**src/rtl/sched_pkg.sv**
```systemverilog
// Shared types and default sizing for the process scheduler and its helpers.
package sched_pkg;

  localparam int unsigned DEF_NUM_PROC = 4;
  localparam int unsigned DEF_PC_W     = 32;
  localparam int unsigned DEF_QUANTUM  = 10;
  localparam int unsigned ID_W         = $clog2(DEF_NUM_PROC);

  typedef enum logic [1:0] {FREE, READY, BLOCKED} slot_state_t;
  typedef enum logic [1:0] {IDLE, RUN, SELECT, LOAD} sched_state_t;

endpackage

```
**src/rtl/process_scheduler_if.sv**
```systemverilog
// CPU-side bundle between the pipeline (master) and the process scheduler (slave).
interface process_scheduler_if #(
  parameter int unsigned PC_W = 32,
  parameter int unsigned ID_W = 2
);
  logic            instr_ret;
  logic [PC_W-1:0] pc;
  logic            io_req;
  logic            proc_end;
  logic            io_done;
  logic [ID_W-1:0] io_done_id;
  logic            create;
  logic [PC_W-1:0] create_pc;
  logic            create_ack;
  logic            create_full;
  logic            run_en;
  logic            pc_load;
  logic [PC_W-1:0] pc_next;
  logic [ID_W-1:0] cur_id;
  logic            ctx_switch;

  modport master (
    output instr_ret, pc, io_req, proc_end, io_done, io_done_id, create, create_pc,
    input  create_ack, create_full, run_en, pc_load, pc_next, cur_id, ctx_switch
  );

  modport slave (
    input  instr_ret, pc, io_req, proc_end, io_done, io_done_id, create, create_pc,
    output create_ack, create_full, run_en, pc_load, pc_next, cur_id, ctx_switch
  );
endinterface

```
**src/rtl/process_scheduler_rr_picker.sv**
```systemverilog
// Round-robin first-set search: scans mask from start upward, wrapping once.
module rr_picker #(
  parameter int unsigned N  = 4,
  parameter int unsigned IW = $clog2(N)
) (
  input  logic [N-1:0]  mask,
  input  logic [IW-1:0] start,
  output logic          found,
  output logic [IW-1:0] idx
);

  logic [IW-1:0] cand;

  // N is a power of two, so IW-bit addition wraps naturally
  always_comb begin
    found = 1'b0;
    idx   = '0;
    cand  = '0;
    for (int unsigned i = 0; i < N; i++) begin
      cand = start + IW'(i);
      if (!found && mask[cand]) begin
        found = 1'b1;
        idx   = cand;
      end
    end
  end

endmodule

```
**src/rtl/process_scheduler.sv**
```systemverilog
// Round-robin time-slice scheduler: owns the process table and drives PC loads
// when a process ends, blocks on I/O or exhausts its quantum.
module process_scheduler
  import sched_pkg::*;
#(
  parameter int unsigned NUM_PROC = DEF_NUM_PROC,
  parameter int unsigned PC_W     = DEF_PC_W,
  parameter int unsigned QUANTUM  = DEF_QUANTUM
) (
  input  logic                clock,
  input  logic                reset,
  process_scheduler_if.slave  sch
);

  localparam int unsigned SW = $clog2(NUM_PROC);
  localparam int unsigned CW = $clog2(QUANTUM + 1);

  sched_state_t    state, state_nxt;
  slot_state_t     slot_st     [NUM_PROC];
  slot_state_t     slot_st_nxt [NUM_PROC];
  logic [PC_W-1:0] saved_pc     [NUM_PROC];
  logic [PC_W-1:0] saved_pc_nxt [NUM_PROC];
  logic [CW-1:0]   cnt, cnt_nxt;
  logic [SW-1:0]   cur_id, cur_id_nxt;
  logic [PC_W-1:0] pc_next, pc_next_nxt;
  logic            run_en, run_en_nxt;
  logic            pc_load, pc_load_nxt;
  logic            ctx_switch, ctx_nxt;
  logic            create_ack, ack_nxt;

  logic [NUM_PROC-1:0] ready_mask, free_mask;
  logic                pick_found, free_found;
  logic [SW-1:0]       pick_id, free_id;

  always_comb begin
    for (int unsigned i = 0; i < NUM_PROC; i++) begin
      ready_mask[i] = (slot_st[i] == READY);
      free_mask[i]  = (slot_st[i] == FREE);
    end
  end

  // Lowest-index free slot for process creation
  always_comb begin
    free_found = 1'b0;
    free_id    = '0;
    for (int i = int'(NUM_PROC) - 1; i >= 0; i--) begin
      if (free_mask[i]) begin
        free_found = 1'b1;
        free_id    = SW'(i);
      end
    end
  end

  // Starting one past the running slot makes the current slot the last candidate
  rr_picker #(.N(NUM_PROC), .IW(SW)) u_pick (
    .mask  (ready_mask),
    .start (cur_id + SW'(1)),
    .found (pick_found),
    .idx   (pick_id)
  );

  always_ff @(posedge clock or negedge reset) begin
    if (!reset) state <= IDLE;
    else        state <= state_nxt;
  end

  always_comb begin
    state_nxt    = state;
    cnt_nxt      = cnt;
    cur_id_nxt   = cur_id;
    pc_next_nxt  = pc_next;
    pc_load_nxt  = 1'b0;
    ctx_nxt      = 1'b0;
    ack_nxt      = 1'b0;
    slot_st_nxt  = slot_st;
    saved_pc_nxt = saved_pc;

    unique case (state)
      IDLE: if (|ready_mask) state_nxt = SELECT;
      SELECT: begin
        if (pick_found) begin
          state_nxt   = LOAD;
          pc_load_nxt = 1'b1;
          pc_next_nxt = saved_pc[pick_id];
          cur_id_nxt  = pick_id;
          ctx_nxt     = (pick_id != cur_id);
        end else begin
          state_nxt = IDLE;
        end
      end
      LOAD: state_nxt = RUN;
      RUN: begin
        if (sch.instr_ret) begin
          if (sch.proc_end) begin
            slot_st_nxt[cur_id] = FREE;
            state_nxt           = SELECT;
          end else if (sch.io_req) begin
            saved_pc_nxt[cur_id] = sch.pc + PC_W'(1);
            slot_st_nxt[cur_id]  = BLOCKED;
            state_nxt            = SELECT;
          end else if (cnt == CW'(QUANTUM - 1)) begin
            saved_pc_nxt[cur_id] = sch.pc + PC_W'(1);
            state_nxt            = SELECT;
          end else begin
            cnt_nxt = cnt + CW'(1);
          end
          if (state_nxt != RUN) cnt_nxt = '0;
        end
      end
      default: state_nxt = IDLE;
    endcase

    // Unblock sees the post-retire table so a same-cycle block+unblock ends READY
    if (sch.io_done && slot_st_nxt[sch.io_done_id] == BLOCKED)
      slot_st_nxt[sch.io_done_id] = READY;

    // Creation only targets slots already FREE before this edge
    if (sch.create && free_found) begin
      slot_st_nxt[free_id]  = READY;
      saved_pc_nxt[free_id] = sch.create_pc;
      ack_nxt               = 1'b1;
    end

    run_en_nxt = (state_nxt == RUN);
  end

  always_ff @(posedge clock or negedge reset) begin
    if (!reset) begin
      for (int unsigned i = 0; i < NUM_PROC; i++) begin
        slot_st[i]  <= FREE;
        saved_pc[i] <= '0;
      end
      cnt        <= '0;
      cur_id     <= '0;
      pc_next    <= '0;
      run_en     <= 1'b0;
      pc_load    <= 1'b0;
      ctx_switch <= 1'b0;
      create_ack <= 1'b0;
    end else begin
      slot_st    <= slot_st_nxt;
      saved_pc   <= saved_pc_nxt;
      cnt        <= cnt_nxt;
      cur_id     <= cur_id_nxt;
      pc_next    <= pc_next_nxt;
      run_en     <= run_en_nxt;
      pc_load    <= pc_load_nxt;
      ctx_switch <= ctx_nxt;
      create_ack <= ack_nxt;
    end
  end

  assign sch.create_ack  = create_ack;
  assign sch.create_full = ~|free_mask;
  assign sch.run_en      = run_en;
  assign sch.pc_load     = pc_load;
  assign sch.pc_next     = pc_next;
  assign sch.cur_id      = cur_id;
  assign sch.ctx_switch  = ctx_switch;

endmodule
```
**src/flat_wrapper.sv**
```systemverilog
// flat-port wrapper written by rule: the top's interface ports become plain ports
module process_scheduler_flat import sched_pkg::*;
#(
  parameter int unsigned NUM_PROC = DEF_NUM_PROC,
  parameter int unsigned PC_W     = DEF_PC_W,
  parameter int unsigned QUANTUM  = DEF_QUANTUM
)
  (clock, reset, sch_instr_ret, sch_pc, sch_io_req, sch_proc_end, sch_io_done, sch_io_done_id, sch_create, sch_create_pc, sch_create_ack, sch_create_full, sch_run_en, sch_pc_load, sch_pc_next, sch_cur_id, sch_ctx_switch);
  process_scheduler_if #(.PC_W(PC_W)) sch_i ();
  input  logic clock;
  input  logic reset;
  input wire logic [$bits(sch_i.instr_ret)-1:0] sch_instr_ret;
  input wire logic [$bits(sch_i.pc)-1:0] sch_pc;
  input wire logic [$bits(sch_i.io_req)-1:0] sch_io_req;
  input wire logic [$bits(sch_i.proc_end)-1:0] sch_proc_end;
  input wire logic [$bits(sch_i.io_done)-1:0] sch_io_done;
  input wire logic [$bits(sch_i.io_done_id)-1:0] sch_io_done_id;
  input wire logic [$bits(sch_i.create)-1:0] sch_create;
  input wire logic [$bits(sch_i.create_pc)-1:0] sch_create_pc;
  output wire logic [$bits(sch_i.create_ack)-1:0] sch_create_ack;
  output wire logic [$bits(sch_i.create_full)-1:0] sch_create_full;
  output wire logic [$bits(sch_i.run_en)-1:0] sch_run_en;
  output wire logic [$bits(sch_i.pc_load)-1:0] sch_pc_load;
  output wire logic [$bits(sch_i.pc_next)-1:0] sch_pc_next;
  output wire logic [$bits(sch_i.cur_id)-1:0] sch_cur_id;
  output wire logic [$bits(sch_i.ctx_switch)-1:0] sch_ctx_switch;
  assign sch_i.instr_ret = sch_instr_ret;
  assign sch_i.pc = sch_pc;
  assign sch_i.io_req = sch_io_req;
  assign sch_i.proc_end = sch_proc_end;
  assign sch_i.io_done = sch_io_done;
  assign sch_i.io_done_id = sch_io_done_id;
  assign sch_i.create = sch_create;
  assign sch_i.create_pc = sch_create_pc;
  assign sch_create_ack = sch_i.create_ack;
  assign sch_create_full = sch_i.create_full;
  assign sch_run_en = sch_i.run_en;
  assign sch_pc_load = sch_i.pc_load;
  assign sch_pc_next = sch_i.pc_next;
  assign sch_cur_id = sch_i.cur_id;
  assign sch_ctx_switch = sch_i.ctx_switch;
  process_scheduler #(.NUM_PROC(NUM_PROC), .PC_W(PC_W), .QUANTUM(QUANTUM)) u_core (.clock(clock), .reset(reset), .sch(sch_i));
endmodule
```
**config.mk**
```make
export PLATFORM = sky130hd
export DESIGN_NAME = process_scheduler_flat
export DESIGN_NICKNAME = d
export VERILOG_FILES = /design/src/rtl/sched_pkg.sv /design/src/rtl/process_scheduler_if.sv /design/src/rtl/process_scheduler_rr_picker.sv /design/src/rtl/process_scheduler.sv /design/src/flat_wrapper.sv
export SDC_FILE = /design/constraint.sdc
export NUM_CORES = 1
export LEC_CHECK = 0
export CAP_MARGIN = 20
export CORE_UTILIZATION = 50
export DETAILED_ROUTE_END_ITERATION = 7
export PLACE_DENSITY = 0.73
export SKIP_LAST_GASP = 1
export SYNTH_ARGS = -nofsm -noshare
export SYNTH_HDL_FRONTEND = slang
export SYNTH_HIERARCHICAL = 1
export SYNTH_SLANG_ARGS = --single-unit
export TNS_END_PERCENT = 100
```
**constraint.sdc**
```tcl
create_clock -name clock -period 5.9 [get_ports clock]
set_clock_uncertainty 0.05 [all_clocks]
set_input_delay 0.59 -clock clock [delete_from_list [all_inputs] [get_ports clock]]
set_output_delay 0.59 -clock clock [all_outputs]
set_load 0.1 [all_outputs]
```
==> impl_metrics.py <==
metrics = {
    "grt": {
        "use_met1_pct": 41.3,
        "grt_pass1_vias": 8424,
        "grtUsageMet3_pct": 6.12,
        "overflow": 0,
        "grt_first_pass_wirelength_um": 46600,
        "grt_max_degree": 66,
        "grt_busiest_layer": "met2",
        "met2_usage_pct": 48.9,
        "grt.total_usage_pct": 31.1,
        "antenna_found_initial": 0,
    },
    "critical_path": {
        "cp.arrival_ps": 2750,
        "critPathKind": "reg -> out",
        "cp-end-kind": "output port",
        "crit_required_ps": 5260,
        "cp_max_fo": 8,
        "start_kind": "flip-flop",
    },
    "timing": {
        "tns_ps": 0,
        "finalHoldViolCount": 0,
        "fin_crit_ps": 3390,
        "worst_pin_slew_ps": 1110,
        "fmax_ghz": 0.295,
        "rsz0062_at_grt": "false",
        "slew_headroom_pct": 25.8,
        "period_share_pct": 57.4,
        "drv_slew": 0,
        "setup_viol": 0,
    },
    "final_layout": {
        "fin_cells": 1304,
        "nNetsFinal": 1137,
        "antenna_cells": 0,
        "synthToLayoutAreaGrowth_pct": 20.1,
        "drive_above_1_share_pct": 12.7,
        "fin_area_um2": 11500,
    },
    "die": {
        "die_w_um": 140,
        "die-area_um2": 19700,
        "core_area_um2": 18800,
        "start_util_pct": 51.1,
        "fp.dieH_um": 140,
        "rows": 50,
        "io_pins": 112,
    },
    "clock_tree": {
        "cts_tree": "built",
        "insertion_delay_ps": 440,
        "cts_htree_levels": 4,
        "cts_sinks": 180,
        "post-cts-setup-buffers": 0,
        "ctsHoldBuffers": 0,
        "cts_resized": 0,
        "numCtsBuffers": 17,
        "clk_path_buf_depth": 2,
        "cts.clk_slew.worst_paths_ps": 70,
        "root_buffer": "clkbuf_16",
    },
    "power_and_ir_drop": {
        "ir_drop_v": 0.000342,
        "p_leak_uw": 0.00460,
        "power.density_nw_per_um2": 623,
    },
    "place": {
        "dp.cells": 1272,
        "gp_congestion": 0.884,
        "post-dp-hpwl_um": 18800,
        "numPortBuffers": 111,
        "place_area_um2": 10900,
    },
    "drt": {
        "vias": 8644,
        "route.detailed.drc": 0,
        "post_drt_wl_per_cell_um": 22.7,
        "viasPerCell": 6.63,
        "drtIter0Drc": 952,
        "drt_pass1_iterations": 5,
        "ant_nets": 0,
        "routed_wl_um": 29700,
    },
    "synth": {
        "yosysMostFrequentCell": "dfrtp_1",
        "ys_warn_count": 6,
        "yosysTopAreaCell": "dfrtp_1",
        "synth_common_cells": "180 x dfrtp_1, 149 x o21ai_0, 124 x nand2_1",
        "synth_edf_count": 0,
        "ys_dominant_reg_cell": "dfrtp_1",
        "synth_top_area_share_pct": 47.0,
        "async_flop_share_pct": 100,
        "ys_ff_latch": 180,
        "syn_area_um2": 9580,
        "netlist-cell-type-count": 56,
        "ys_top_cells_by_area": "dfrtp_1 47%, o21ai_0 7.8%, mux4_2 7.5%, nand2_1 4.9%, mux2_2 4.2%",
        "ys_seq_area_share_pct": 47.0,
        "synthCells": 972,
        "synth.net_count": 1052,
        "synth_area_per_cell_um2": 9.86,
    },
    "min_path": {
        "hold_path_class": "in -> async",
    },
    "status": {
        "status": "finished clean",
    },
    "run": {
        "maxCapViolations": 0,
    },
}
## per-layer routing
| metal | part of all wire (%) | up-vias |
|---|---|---|
| li1 | - | 3746 |
| met1 | 40 | 4244 |
| met2 | 47 | 565 |
| met3 | 10 | 89 |
| met4 | 3.1 | 0 |
| met5 | 0 | - |
## per-stage QoR
stage | hold slack (ps) | total power (uW) | setup slack (ps) | utilization (%)
6_report | 43.1 | 7170 | 2510 | 61.3
5_1_grt | 86.2 | 7520 | 2390 | 61.3
4_1_cts | 67.7 | 7160 | 2520 | 61.3
3_5_place_dp | 443 | 6000 | 2470 | 58.2
3_3_place_gp | 427 | 5920 | 2510 | 58.2
2_1_floorplan | 244 | 4980 | 1790 | -
## report_power, final
group	switching (uW)	internal [uW]
clock network	506	629
registers	356	1820
logic	2350	1510
## critical path, stage by stage (launching register included)
cell             delay (ps)
dfrtp_1                 470
nor2_1                  120
nor4_1                  500
clkdlybuf4s50_1        1230
## cells in the final DEF (no fill, tap or decap), drive strengths merged, types with 4 or more instances in the layout
cell / synthesis / layout
a211oi: 5 / 5
clkbuf: 50 / 18
mux2: 36 / 36
or3: 12 / 12
and3: 21 / 21
a31oi: 17 / 17
inv: 17 / 21
o31a: 5 / 5
nor4: 10 / 10
nand4: 10 / 10
nor2: 56 / 56
a22oi: 17 / 17
nand4b: 6 / 6
nand3: 25 / 25
dfrtp: 180 / 180
xnor2: 19 / 19
nor2b: 6 / 6
o211ai: 11 / 11
buf: 12 / 18
o21ai: 150 / 150
nand2: 124 / 124
mux2i: 17 / 17
clkdlybuf4s50: 0 / 110
o22ai: 14 / 14
and4: 5 / 5
xor2: 5 / 5
ha: 7 / 7
mux4: 32 / 32
a21oi: 39 / 39
clkinv: 0 / 7
nor3: 28 / 28
nand2b: 4 / 4
## logic make-up (layout without fill, tap and decap cells)
| kind of cell | after synthesis | count (layout) | synth area share [%] |
|---|---|---|---|
| adders and majority gates | 7 | 7 | 0.914 |
| xor gates and xnor gates | 24 | 24 | 2.19 |
| AOI/OAI and AO/OA | 275 | 275 | 16.5 |
| buffers and inverters | 79 | 177 | 3.22 |
| DFF | 180 | 180 | 47.0 |
| and+or+nand+nor | 322 | 322 | 16.7 |
| muxes | 85 | 85 | 13.5 |
## flip-flops by register name (all words and copies together), names as in the netlist
name                   flops
u_core/saved_pc          128
u_core/sch.pc_next        32
u_core/slot_st             8
u_core/cnt                 4
u_core/sch.cur_id          2
u_core/state               2
u_core/sch.create_ack      1
u_core/sch.ctx_switch      1
u_core/sch.pc_load         1
u_core/sch.run_en          1
## path summary, 6_finish.rpt
check | cells after the start | slack [ps] | to | start
worst max register to register | 7 | 2660 | u_core/sch.pc_next[22]$_DFFE_PN0P_ | u_core/sch.cur_id[0]$_DFFE_PN0P_
min in group clock | 1 | 460 | u_core/sch.pc_next[13]$_DFFE_PN0P_ | u_core/sch.pc_next[13]$_DFFE_PN0P_
worst min-delay path | 1 | 40 | u_core/sch.pc_next[23]$_DFFE_PN0P_ | reset
max in group asynchronous | 2 | 4490 | u_core/saved_pc[74]$_DFF_PN0_ | reset
worst max-delay path | 3 | 2510 | sch_create_full | u_core/slot_st[6]$_DFF_PN0_
worst min register to register | 1 | 460 | u_core/sch.pc_next[13]$_DFFE_PN0P_ | u_core/sch.pc_next[13]$_DFFE_PN0P_
## layout make-up
| type | count | area, um^2 |
|---|---|---|
| well taps | 234 | 293 |
| flip-flops and latches | 180 | 4500 |
| clock inverters | 14 | 153 |
| fillers | 1615 | 7250 |
| repair buffers | 128 | 1240 |
| inverters | 17 | 63.8 |
| multi-input cells | 713 | 4830 |
| clock buffers | 18 | 429 |
Power figures use the tool's default switching activity.
